**src/rtl/div_sequencer_if.sv**
```systemverilog
// Handshake bundle between a controller, the div_sequencer and the clock divider it schedules.
// The slave modport is the sequencer's view; master is the controller/divider side.
interface div_sequencer_if #(
    parameter int AW    = 3,
    parameter int DUR_W = 16
) ();
    logic             wr_en;
    logic [AW-1:0]    wr_addr;
    logic [31:0]      wr_factor;
    logic [DUR_W-1:0] wr_dur;
    logic             start;
    logic             stop;
    logic             loop;
    logic             div_clk;
    logic [31:0]      div_factor;
    logic             div_rst_;
    logic             busy;
    logic             done;
    logic [AW-1:0]    idx;

    modport slave (
        input  wr_en, wr_addr, wr_factor, wr_dur, start, stop, loop, div_clk,
        output div_factor, div_rst_, busy, done, idx
    );

    modport master (
        output wr_en, wr_addr, wr_factor, wr_dur, start, stop, loop, div_clk,
        input  div_factor, div_rst_, busy, done, idx
    );
endinterface

```
**src/rtl/div_sequencer.sv**
```systemverilog
// Steps a clock divider through a table of (factor, duration) entries, counting divider
// output toggles to time each step. All outputs are registered.
module div_sequencer #(
    parameter int DEPTH = 8,
    parameter int AW    = 3,
    parameter int DUR_W = 16
) (
    input  logic          clk_in,
    input  logic          rst_,
    div_sequencer_if.slave bus
);
    localparam logic [1:0] ST_IDLE = 2'd0;
    localparam logic [1:0] ST_LOAD = 2'd1;
    localparam logic [1:0] ST_RUN  = 2'd2;
    localparam logic [AW-1:0] LAST_IDX = AW'(DEPTH - 1);

    // Table is flop-based so that reset can clear every entry to an end marker.
    logic [31:0]      fac_mem_reg [DEPTH];
    logic [DUR_W-1:0] dur_mem_reg [DEPTH];

    always_ff @(posedge clk_in or posedge rst_) begin
        if (rst_) begin
            for (int i = 0; i < DEPTH; i++) begin
                fac_mem_reg[i] <= '0;
                dur_mem_reg[i] <= '0;
            end
        end else if (bus.wr_en) begin
            fac_mem_reg[bus.wr_addr] <= bus.wr_factor;
            dur_mem_reg[bus.wr_addr] <= bus.wr_dur;
        end
    end

    logic [1:0]       state_reg,    state_next;
    logic [AW-1:0]    idx_reg,      idx_next;
    logic [31:0]      factor_reg,   factor_next;
    logic [DUR_W-1:0] dur_reg,      dur_next;
    logic [DUR_W-1:0] cnt_reg,      cnt_next;
    logic             clk_prev_reg, clk_prev_next;
    logic             div_rst_reg,  div_rst_next;
    logic             busy_reg,     busy_next;
    logic             done_reg,     done_next;

    // Reading the table combinationally from flops naturally returns the pre-write value.
    logic [31:0]      ent_factor;
    logic [DUR_W-1:0] ent_dur;
    logic [DUR_W-1:0] cnt_inc;

    assign ent_factor = fac_mem_reg[idx_reg];
    assign ent_dur    = dur_mem_reg[idx_reg];
    assign cnt_inc    = cnt_reg + DUR_W'(1);

    always_comb begin
        state_next    = state_reg;
        idx_next      = idx_reg;
        factor_next   = factor_reg;
        dur_next      = dur_reg;
        cnt_next      = cnt_reg;
        clk_prev_next = clk_prev_reg;
        div_rst_next  = div_rst_reg;
        busy_next     = busy_reg;
        done_next     = 1'b0;

        case (state_reg)
            ST_IDLE: begin
                if (bus.start) begin
                    state_next = ST_LOAD;
                    idx_next   = '0;
                    busy_next  = 1'b1;
                end
            end
            ST_LOAD: begin
                if (ent_dur != '0) begin
                    // A zero factor would make the divider's terminal count wrap.
                    factor_next   = (ent_factor == 32'd0) ? 32'd1 : ent_factor;
                    dur_next      = ent_dur;
                    cnt_next      = '0;
                    clk_prev_next = 1'b0;
                    div_rst_next  = 1'b1;
                    state_next    = ST_RUN;
                end else if (idx_reg != '0 && bus.loop) begin
                    idx_next = '0;
                end else begin
                    state_next = ST_IDLE;
                    busy_next  = 1'b0;
                    done_next  = 1'b1;
                end
            end
            ST_RUN: begin
                clk_prev_next = bus.div_clk;
                if (bus.div_clk != clk_prev_reg) begin
                    cnt_next = cnt_inc;
                    if (cnt_inc == dur_reg) begin
                        div_rst_next = 1'b0;
                        if (idx_reg != LAST_IDX) begin
                            idx_next   = idx_reg + AW'(1);
                            state_next = ST_LOAD;
                        end else if (bus.loop) begin
                            idx_next   = '0;
                            state_next = ST_LOAD;
                        end else begin
                            state_next = ST_IDLE;
                            busy_next  = 1'b0;
                            done_next  = 1'b1;
                        end
                    end
                end
            end
            default: begin
                state_next   = ST_IDLE;
                div_rst_next = 1'b0;
                busy_next    = 1'b0;
            end
        endcase

        // Abort wins over everything, including a same-cycle start; idx is left where it was.
        if (bus.stop) begin
            state_next   = ST_IDLE;
            idx_next     = idx_reg;
            div_rst_next = 1'b0;
            busy_next    = 1'b0;
            done_next    = 1'b0;
        end
    end

    always_ff @(posedge clk_in or posedge rst_) begin
        if (rst_) begin
            state_reg    <= ST_IDLE;
            idx_reg      <= '0;
            factor_reg   <= 32'd1;
            dur_reg      <= '0;
            cnt_reg      <= '0;
            clk_prev_reg <= 1'b0;
            div_rst_reg  <= 1'b0;
            busy_reg     <= 1'b0;
            done_reg     <= 1'b0;
        end else begin
            state_reg    <= state_next;
            idx_reg      <= idx_next;
            factor_reg   <= factor_next;
            dur_reg      <= dur_next;
            cnt_reg      <= cnt_next;
            clk_prev_reg <= clk_prev_next;
            div_rst_reg  <= div_rst_next;
            busy_reg     <= busy_next;
            done_reg     <= done_next;
        end
    end

    assign bus.div_factor = factor_reg;
    assign bus.div_rst_   = div_rst_reg;
    assign bus.busy       = busy_reg;
    assign bus.done       = done_reg;
    assign bus.idx        = idx_reg;
endmodule

```
**src/flat_wrapper.sv**
```systemverilog
// flat-port wrapper written by rule: the top's interface ports become plain ports
module div_sequencer_flat 
#(
    parameter int DEPTH = 8,
    parameter int AW    = 3,
    parameter int DUR_W = 16
)
  (clk_in, rst_, bus_wr_en, bus_wr_addr, bus_wr_factor, bus_wr_dur, bus_start, bus_stop, bus_loop, bus_div_clk, bus_div_factor, bus_div_rst_, bus_busy, bus_done, bus_idx);
  div_sequencer_if #(.AW(AW), .DUR_W(DUR_W)) bus_i ();
  input  logic clk_in;
  input  logic rst_;
  input wire logic [$bits(bus_i.wr_en)-1:0] bus_wr_en;
  input wire logic [$bits(bus_i.wr_addr)-1:0] bus_wr_addr;
  input wire logic [$bits(bus_i.wr_factor)-1:0] bus_wr_factor;
  input wire logic [$bits(bus_i.wr_dur)-1:0] bus_wr_dur;
  input wire logic [$bits(bus_i.start)-1:0] bus_start;
  input wire logic [$bits(bus_i.stop)-1:0] bus_stop;
  input wire logic [$bits(bus_i.loop)-1:0] bus_loop;
  input wire logic [$bits(bus_i.div_clk)-1:0] bus_div_clk;
  output wire logic [$bits(bus_i.div_factor)-1:0] bus_div_factor;
  output wire logic [$bits(bus_i.div_rst_)-1:0] bus_div_rst_;
  output wire logic [$bits(bus_i.busy)-1:0] bus_busy;
  output wire logic [$bits(bus_i.done)-1:0] bus_done;
  output wire logic [$bits(bus_i.idx)-1:0] bus_idx;
  assign bus_i.wr_en = bus_wr_en;
  assign bus_i.wr_addr = bus_wr_addr;
  assign bus_i.wr_factor = bus_wr_factor;
  assign bus_i.wr_dur = bus_wr_dur;
  assign bus_i.start = bus_start;
  assign bus_i.stop = bus_stop;
  assign bus_i.loop = bus_loop;
  assign bus_i.div_clk = bus_div_clk;
  assign bus_div_factor = bus_i.div_factor;
  assign bus_div_rst_ = bus_i.div_rst_;
  assign bus_busy = bus_i.busy;
  assign bus_done = bus_i.done;
  assign bus_idx = bus_i.idx;
  div_sequencer #(.DEPTH(DEPTH), .AW(AW), .DUR_W(DUR_W)) u_core (.clk_in(clk_in), .rst_(rst_), .bus(bus_i));
endmodule
```
**config.mk**
```make
export PLATFORM = sky130hd
export DESIGN_NAME = div_sequencer_flat
export DESIGN_NICKNAME = d
export VERILOG_FILES = /design/src/rtl/div_sequencer_if.sv /design/src/rtl/div_sequencer.sv /design/src/flat_wrapper.sv
export SDC_FILE = /design/constraint.sdc
export NUM_CORES = 1
export LEC_CHECK = 0
export CAP_MARGIN = 20
export CELL_PAD_IN_SITES_DETAIL_PLACEMENT = 0
export CELL_PAD_IN_SITES_GLOBAL_PLACEMENT = 1
export CORE_MARGIN = 3
export CORE_UTILIZATION = 28
export DETAILED_ROUTE_END_ITERATION = 6
export DONT_BUFFER_PORTS = 1
export GPL_TIMING_DRIVEN = 0
export PLACE_DENSITY = 0.58
export SLEW_MARGIN = 5
export SYNTH_ARGS = -nofsm -noshare
export SYNTH_HDL_FRONTEND = slang
export SYNTH_SLANG_ARGS = --single-unit
export TNS_END_PERCENT = 5
```
**constraint.sdc**
```tcl
create_clock -name clk_in -period 20.4 [get_ports clk_in]
set_input_delay 1.02 -clock clk_in [delete_from_list [all_inputs] [get_ports clk_in]]
set_output_delay 1.02 -clock clk_in [all_outputs]
set_load 0.1 [all_outputs]
```
Yosys cells after proc, flatten, opt, wreduce, memory -nomap -nowiden --
Index checks and enable logic that the tools add are counted.
Storage, ports and cells: register bits 457, word-level logic and storage cells 127
Cells by class: order comparisons 3, reductions and logical operators 15, bitwise logic cells 3, equality and inequality tests 22, muxes and demuxes 57, add/subtract/negate cells 2
Operators by type and width (number):
- 256-bit bitwise mux | 1
- 128-bit bitwise mux | 1
- 32-bit two-way mux | 4
- 32-bit binary-select mux with 3-bit select | 1
- 32-bit demux with 3-bit select | 1
- 16-bit two-way mux | 5
- 16-bit binary-select mux with 3-bit select | 1
- 16-bit demux with 3-bit select | 1
- 32-bit logical NOT | 1
- 16-bit one-hot mux with 2 select lines | 1
- 1-bit two-way mux | 21
- 3-bit two-way mux | 7
- 3-bit != test (second input constant) | 6
- 16-bit by 1-bit adder with 16-bit output (second input constant) | 1
- 16-bit == test | 1
- 16-bit nonzero test | 1
- 2-bit two-way mux | 7
- 3-bit by 2-bit != test with 1-bit output (second input constant) | 4
- 3-bit one-hot mux with 3 select lines | 1
- 4-bit greater-or-equal comparator (second input constant) | 2
- 2-bit by 1-bit != test with 1-bit output (second input constant) | 4
- 3-bit NOT with 4-bit output | 2
- 4-bit AND reduction | 2
- 8-bit AND reduction | 1
- other kinds (18) | 25

Longest topological paths before layout --
Gate-level depths: netlist of run 1.
depth in word-level cells 8, gate-level depth with buffers 13, depth with buffers taken out 9

Worst setup path after synthesis of run 1 --
No wires, ideal clock.
kind reg-to-reg, from register u_core.idx_reg[2], in the netlist u_core.bus.idx[2], to register u_core.cnt_reg[2], clock period less this slack 3.396 ns, path buffers 4, setup slack 17.004 ns, arrival 3.267 ns, cell stages (with the launch flop) 13, path through dfrtp_1 -> buf_2 -> buf_6 -> buf_4 -> mux4_2 -> mux2i_1 -> nand2_1 -> or4_1 -> and3b_2 -> nand3_1 -> nand3_1 -> buf_4 -> o21ai_0
Between the ends: longest elaborated chain between the ends 7
Ends and longest elaborated chain:
- start, declared | RTL line div_sequencer.sv:34 | logic [AW-1:0] idx_reg, idx_next;
- start signal, assigned | RTL line div_sequencer.sv:138 | idx_reg <= idx_next;
- 3-bit NOT with 4-bit output (not written as such) | RTL line div_sequencer.sv:49 | assign ent_dur = dur_mem_reg[idx_reg];
- 16-bit binary-select mux with 3-bit select | RTL line div_sequencer.sv:49
- 16-bit two-way mux (not written as such) (2 in series) | RTL line div_sequencer.sv:49
- 16-bit nonzero test | RTL line div_sequencer.sv:72 | if (ent_dur != '0) begin
- 2-bit by 1-bit != test with 1-bit output (no line)
- 3-bit AND reduction (no line)
- end signal, assigned | RTL line div_sequencer.sv:141 | cnt_reg <= cnt_next;
- end, declared | RTL line div_sequencer.sv:37 | logic [DUR_W-1:0] cnt_reg, cnt_next;
Every way passes these cells. The select of a mux whose other input is x is not followed. A chain may end at the register's enable or synchronous reset.

Final worst setup path of run 1 --
from register u_core.idx_reg[2], in the netlist u_core.bus.idx[2], to register u_core.factor_reg[14], in the netlist u_core.bus.div_factor[14]
Between the ends: longest elaborated chain between the ends 6
Ends and longest elaborated chain:
- 3-bit NOT with 4-bit output (not written as such) * | RTL line div_sequencer.sv:48, div_sequencer.sv:49
- 32-bit binary-select mux with 3-bit select / 16-bit binary-select mux with 3-bit select (equally long branches) | RTL line div_sequencer.sv:48, div_sequencer.sv:49
- 32-bit two-way mux (not written as such) / 16-bit two-way mux (equally long branches) (2 in series) | RTL line div_sequencer.sv:48, div_sequencer.sv:49
- 32-bit logical NOT / 16-bit nonzero test (equally long branches) | RTL line div_sequencer.sv:74, div_sequencer.sv:72
- 32-bit two-way mux / 2-bit AND reduction (equally long branches)
- end signal, assigned | RTL line div_sequencer.sv:139 | factor_reg <= factor_next;
- end, declared | RTL line div_sequencer.sv:35 | logic [31:0] factor_reg, factor_next;
Mark *: on every way between the ends. The rest lies on a longest branch, timed or not. The select of a mux whose other input is x is not followed.

==> run metrics, run 1 <==
CP required 20.84 ns; EDFF count, synth 0; die height roughly 280 um; proportion of netlist area held by the largest area contributor 0.5410; GRT Util Overall 0.1551; most used cell along the critical path buf_2; Final #Nets 1,602; Post-Syn Instances 1,475; min Tclk post-route 5.227 ns; Fillers about 7,400; area grow syn2layout 14.89%; Max-cap violations 0; clock buffer depth 3; Highest Clock Rate 191.3 MHz; fin worst setup slack 15.17 ns; drt first-iter violations around 760; post-synth cell types 68; initial core utilization 0.2829; first-pass GRT wire length 90,960 um; Arrival @ worst endpoint about 5.7 ns; vias per cell roughly 5; Mean Syn Cell Area 14.30 um^2; top_reg_cell synth dfrtp_1; Crit path buffers/inverters 5; initial antenna violation count 0; global route overflow 0; unrepaired setup endpoints after global routing false; leading area contributor after synthesis dfrtp_1; synthesized area 0.02109 mm^2; CTS buffer count 50; Crit path depth 11; vias about 13,000; synth top area cells dfrtp_1 54%, mux2_2 21%, mux4_2 9.3%; vias in the first global route 13,590; largest net degree at the start of global routing 126; fin crit share 0.2562; Hold Buf Count CTS 0; Post-Route WL 60,580 um; Final GP Congestion 0.8175; Setup-failing EPs final 0; post-CTS sizing 0; max reg flops 256; skew final 0.03208 ns; Antenna Violating Nets Remaining 0; Post-CTS Setup Inserts 0; Leak Pwr 9.657 nW; yosys warns 0; clk root buf clkbuf_16; cell area power density ~120 mW/mm^2; status finished, final reports clean; Reg clk slew, reported paths 0.06 ns; CP endpoint kind flop; drt first pass iters 5; CP delay by family, top buffers and inverters; ys async rst share 1.000; total die area approximately 0.079 mm^2; Worst Hold Slack 0.4062 ns; final setup TNS 0 ns; wire per inst approximately 24 um; dpl ws 15.14 ns; Yosys reg bits roughly 460; CP max-delay cell dfrtp_1; row cnt 100; Startpoint Class flop; measured slew at the worst slew-check pin between 1 and 1.5 ns; final core occ 0.3250; Hold/Removal Path Class in -> async; Max transition margin 0.2144; I/O Buffers 0; Hold Fails Final Rpt 0; WS Path Type reg -> reg; Post-Syn Nets 1,541; Power, Total 2.929 mW; I/O Pins 96; Core ar. 0.07457 mm^2; R2R cell count 11; Max Slew Vio Count 0; clk_lat worst skew 0.60 ns; Antenna diodes 0; layout cells sized above 1 0.3920; Post-route DRC 0; post-synthesis sequential area ratio 0.5422; clock sink count about 460; Max IR drop VDD roughly 120 uV; CP max stage delay 0.98 ns; CTS tree done; CP max FO 10; post-detail-place hpwl approximately 42,000 um; H-tree levels 2; Die Wd ~280 um; crit path cell chain buf_2, buf_6, buf_4, mux4_2, mux2i_1, nand2_1, or4_1, o21ai_1, buf_2, clkbuf_1, o21ai_0
==> power by group <==
group | switching (mW) | total (mW) | internal, mW
Sequential | 0.358 | 1.48 | 1.12
Combinational | 0.236 | 0.494 | 0.258
Clock | 0.386 | 0.958 | 0.572
Total | 0.979 | 2.93 | 1.95
==> cells in the mapped netlist, types with 2 or more instances <==
master,n
nor2b_1,3
nand2b_1,11
buf_2,20
or4_1,5
o21ai_0,63
mux2i_1,60
or3_1,3
a32o_1,3
buf_4,5
xor2_1,6
dfrtp_1,456
nor4_1,5
nor2_1,31
nor4_2,2
nand4b_1,3
a311oi_1,4
o41ai_1,2
buf_6,4
ha_1,8
and3_1,5
nand3b_1,2
a21oi_1,6
nand4_1,17
a211oi_1,2
nand2_1,79
and2_1,3
inv_1,16
o21ai_1,5
nor3_1,13
clkbuf_1,36
mux2_2,392
nor3b_1,3
o31ai_1,8
mux4_2,87
a31oi_1,14
nand3_1,17
buf_1,27
a41o_1,2
xnor2_1,18
==> logic make-up after synthesis <==
| group | Yosys count | synth area share |
|---|---|---|
| buffers and inverters | 109 | 0.02290 |
| AND/OR/NAND/NOR | 215 | 0.05315 |
| adder cells (fa/ha/maj) | 8 | 0.004745 |
| XOR/XNOR | 24 | 0.009965 |
| AO/OA/AOI/OAI | 122 | 0.03589 |
| multiplexers | 540 | 0.3312 |
| flip-flops | 457 | 0.5422 |
==> cell type report <==
type,count,area [um^2],area share
buffer,92,419.2,0.01730
timing repair buffer,9,185.2,0.007641
sequential,457,11440,0.4719
clock inverter,25,337.8,0.01394
inverter,17,71.32,0.002943
multi-input combinational,909,9174,0.3785
tap,969,1212,0.05003
clock buffer,65,1398,0.05767
==> path summary, 6_finish.rpt <==
check	start	end	slack, ns
setup / recovery	u_core.bus.idx[2]$_DFFE_PP0P_	u_core.bus.div_factor[14]$_DFFE_PP0P_	15.17
hold / removal	rst_	u_core.fac_mem_reg[253]$_DFFE_PP0P_	0.41
setup reg to reg	u_core.bus.idx[2]$_DFFE_PP0P_	u_core.bus.div_factor[14]$_DFFE_PP0P_	15.17
hold reg to reg	u_core.fac_mem_reg[40]$_DFFE_PP0P_	u_core.fac_mem_reg[40]$_DFFE_PP0P_	0.50
max in group asynchronous	rst_	u_core.fac_mem_reg[228]$_DFFE_PP0P_	18.31
min in group clk_in	bus_stop	u_core.bus.div_rst_$_DFFE_PP0P_	0.50
==> per-layer routing <==
layer / GRT usage / share of wire / vias up
met1: 0.2069 / 0.45 / 6825
met5: 0 / 0 / -
li1: - / - / 5603
met3: 0.04993 / 0.072 / 71
met2: 0.2473 / 0.46 / 259
met4: 0.03269 / 0.018 / 0
==> cell usage in the layout, fill, tap and decap left out, types with 4 or more instances in the layout <==
| master | netlist | final |
|---|---|---|
| dfrtp_1 | 456 | 456 |
| mux2_2 | 392 | 392 |
| mux4_2 | 87 | 87 |
| nand2_1 | 79 | 79 |
| o21ai_0 | 63 | 63 |
| mux2i_1 | 60 | 60 |
| clkbuf_16 | 0 | 50 |
| clkbuf_1 | 36 | 42 |
| nor2_1 | 31 | 31 |
| buf_1 | 27 | 27 |
| buf_2 | 20 | 20 |
| xnor2_1 | 18 | 18 |
| nand3_1 | 17 | 17 |
| nand4_1 | 17 | 17 |
| inv_1 | 16 | 15 |
| a31oi_1 | 14 | 14 |
| nor3_1 | 13 | 13 |
| clkinv_2 | 0 | 13 |
| nand2b_1 | 11 | 11 |
| clkbuf_8 | 0 | 9 |
| o31ai_1 | 8 | 8 |
| ha_1 | 8 | 8 |
| bufinv_16 | 0 | 7 |
| a21oi_1 | 6 | 6 |
| xor2_1 | 6 | 6 |
| or4_1 | 5 | 5 |
| buf_4 | 5 | 5 |
| o21ai_1 | 5 | 5 |
| nor4_1 | 5 | 5 |
| and3_1 | 5 | 5 |
| buf_8 | 0 | 5 |
| buf_6 | 4 | 4 |
| a311oi_1 | 4 | 4 |
| buf_16 | 0 | 4 |
==> stage by stage <==
stage	cell area, um^2	std cells
6_report	24230	2543
5_1_grt	24230	2543
4_1_cts	24190	2541
3_5_place_dp	22460	2451
3_3_place_gp	22310	2444
2_1_floorplan	21090	1475
(Power assumes the default switching activity.)
==> run 2, diff against run 1 <==
PLACE_DENSITY = 0.6   (was 0.58)
clock period = 4.2 ns   (was 20.4 ns; I/O delays follow)
==> run metrics, run 2 (same netlist as run 1, synthesis figures left out) <==
Die Wd 280.5 um (unchanged); clock buffer depth 3 (unchanged); unrepaired setup endpoints after global routing false (unchanged); Crit path buffers/inverters 5 (unchanged); I/O Buffers 0 (unchanged); fin crit share 0.9747 (was 0.2562); global route overflow 0 (unchanged); most frequent cells in the layout 453 x dfrtp_1, 392 x mux2_2, 87 x mux4_2, 79 x nand2_1, 63 x o21ai_0 (was 456 x dfrtp_1, 392 x mux2_2, 87 x mux4_2, 79 x nand2_1, 63 x o21ai_0); CTS tree done (unchanged); Finished Layout Cells 2,610 (was 2,543); status finished, final reports clean (unchanged); flop2flop setup slack 0.11 ns (was 15.17 ns); Setup-failing EPs final 0 (unchanged); CP delay by family, top buffers and inverters (unchanged); area grow syn2layout 18.10% (was 14.89%); DP Area 0.02262 mm^2 (was 0.02246 mm^2); Hold Fails Final Rpt 0 (unchanged); Post-route DRC 0 (unchanged); largest net degree at the start of global routing 43 (was 126); final setup TNS 0 ns (unchanged); Highest Clock Rate 244.3 MHz (was 191.3 MHz); CTS buffer count 49 (was 50); CP endpoint kind flop (unchanged); layout cells sized above 1 0.3880 (was 0.3920); CP required 4.67 ns (was 20.84 ns); Arrival @ worst endpoint 4.56 ns (was 5.66 ns); first-pass GRT wire length 90,860 um (was 90,960 um); initial core utilization 0.2829 (unchanged); skew final 0.02784 ns (was 0.03208 ns); Max IR drop VDD 488.8 uV (was 117.0 uV); min Tclk post-route 4.094 ns (was 5.227 ns); H-tree levels 2 (unchanged); Hold/Removal Path Class in -> reg (was in -> async); Fillers 7,380 (was 7,352); Final GP Congestion 0.8152 (was 0.8175); vias in the first global route 13,860 (was 13,590); clk root buf clkbuf_16 (unchanged); initial antenna violation count 9 (was 0); die height 280.5 um (unchanged); Core ar. 0.07457 mm^2 (unchanged); row cnt 100 (unchanged); max reg flops 256 (unchanged); Leak Pwr 9.900 nW (was 9.657 nW); WS Path Type reg -> reg (unchanged); clock sink count 457 (unchanged); commonest non-fill, non-tap cell in the layout dfrtp_1 (unchanged); Final #Nets 1,660 (was 1,602); crit path cell chain buf_2, buf_6, buf_4, mux4_2, mux2i_2, nand2_1, or4_1, o21ai_4, buf_4, buf_2, o21ai_0 (was buf_2, buf_6, buf_4, mux4_2, mux2i_1, nand2_1, or4_1, o21ai_1, buf_2, clkbuf_1, o21ai_0); GRT Util Overall 0.1539 (was 0.1551); measured slew at the worst slew-check pin 1.174 ns (was 1.178 ns); vias 13,020 (was 12,760); CP max FO 10 (unchanged); vias per cell 4.989 (was 5.017); post-detail-place hpwl 42,770 um (was 42,190 um); total die area 0.07867 mm^2 (unchanged); wire per inst 23.07 um (was 23.82 um); Antenna Violating Nets Remaining 0 (unchanged); Reg clk slew, reported paths 0.06 ns (about the same); drt first pass iters 5 (unchanged); Startpoint Class flop (unchanged); fin worst setup slack 0.1063 ns (was 15.17 ns); placed insts 2,460 (was 2,451); Post-Route WL 60,210 um (was 60,580 um); Max Slew Vio Count 0 (unchanged); I/O Pins 96 (unchanged); CP max-delay cell dfrtp_4 (was dfrtp_1); Max transition margin 0.2173 (was 0.2144); clk_lat worst skew 0.61 ns (was 0.60 ns); post-route cell area 0.02491 mm^2 (was 0.02423 mm^2); Max-cap violations 0 (unchanged); dpl ws -1.165 ns (was 15.14 ns); CP max stage delay 0.63 ns (was 0.98 ns); cell area power density 568.8 mW/mm^2 (was 120.8 mW/mm^2); Worst Hold Slack 0.03231 ns (was 0.4062 ns); drt first-iter violations 865 (was 763)
==> run 2: area by class of cell <==
type	instances	area, um^2	share of cell area
sequential	457	11450	0.4596
multi-input combinational	909	9216	0.3700
clock buffer	77	1471	0.05907
tap	969	1212	0.04867
timing repair buffer	68	825.8	0.03315
buffer	92	450.4	0.01808
clock inverter	14	201.4	0.008086
inverter	17	67.56	0.002712
antenna	7	17.52	0.0007032
==> run 2: timing repair <==
action	CTS	global route
hold buffers	52	0
cloned	0	0
endpoints found under the hold margin	508	0
setup buffers	0	0
endpoints found under the setup margin	71	35
gates resized for setup	17	15
==> run 2: tightest hold or removal path, delay by kind of cell <==
family / cells / cell delay, ns
and+or+nand+nor: 3 / 0.31
muxes: 1 / 0.07
==> run 2: power breakdown <==
| group | internal (mW) | leakage (nW) | switching (mW) | total [mW] |
|---|---|---|---|---|
| combinational | 1.32 | 3.54 | 1.22 | 2.55 |
| sequential | 5.44 | 5.55 | 1.73 | 7.16 |
| clock | 2.60 | 0.813 | 1.86 | 4.46 |
==> run 2: worst paths after layout <==
kind,cells past startpoint,from,endpoint
max reg2reg,11,u_core.bus.idx[2]$_DFFE_PP0P_,u_core.bus.div_factor[9]$_DFFE_PP0P_
max in group asynchronous,6,rst_,u_core.fac_mem_reg[100]$_DFFE_PP0P_
min in group asynchronous,2,rst_,u_core.fac_mem_reg[155]$_DFFE_PP0P_
min reg2reg,1,u_core.dur_mem_reg[44]$_DFFE_PP0P_,u_core.dur_mem_reg[44]$_DFFE_PP0P_
max,11,u_core.bus.idx[2]$_DFFE_PP0P_,u_core.bus.div_factor[9]$_DFFE_PP0P_
min,4,bus_loop,u_core.bus.busy$_DFFE_PP0P_
==> run 2: stage by stage <==
stage            util  total power [mW]
2_1_floorplan       -             8.843
3_3_place_gp   0.2992             9.550
3_5_place_dp   0.3033             9.694
4_1_cts        0.3333             14.32
5_1_grt        0.3339             14.89
6_report       0.3341             14.17
==> run 2: layer usage <==
layer / share of wire / GRT usage / vias to the layer above
met5: 0.00022 / 0 / -
met4: 0.013 / 0.02599 / 2
met3: 0.065 / 0.04377 / 62
met2: 0.47 / 0.2460 / 275
met1: 0.45 / 0.2112 / 6954
li1: - / - / 5727
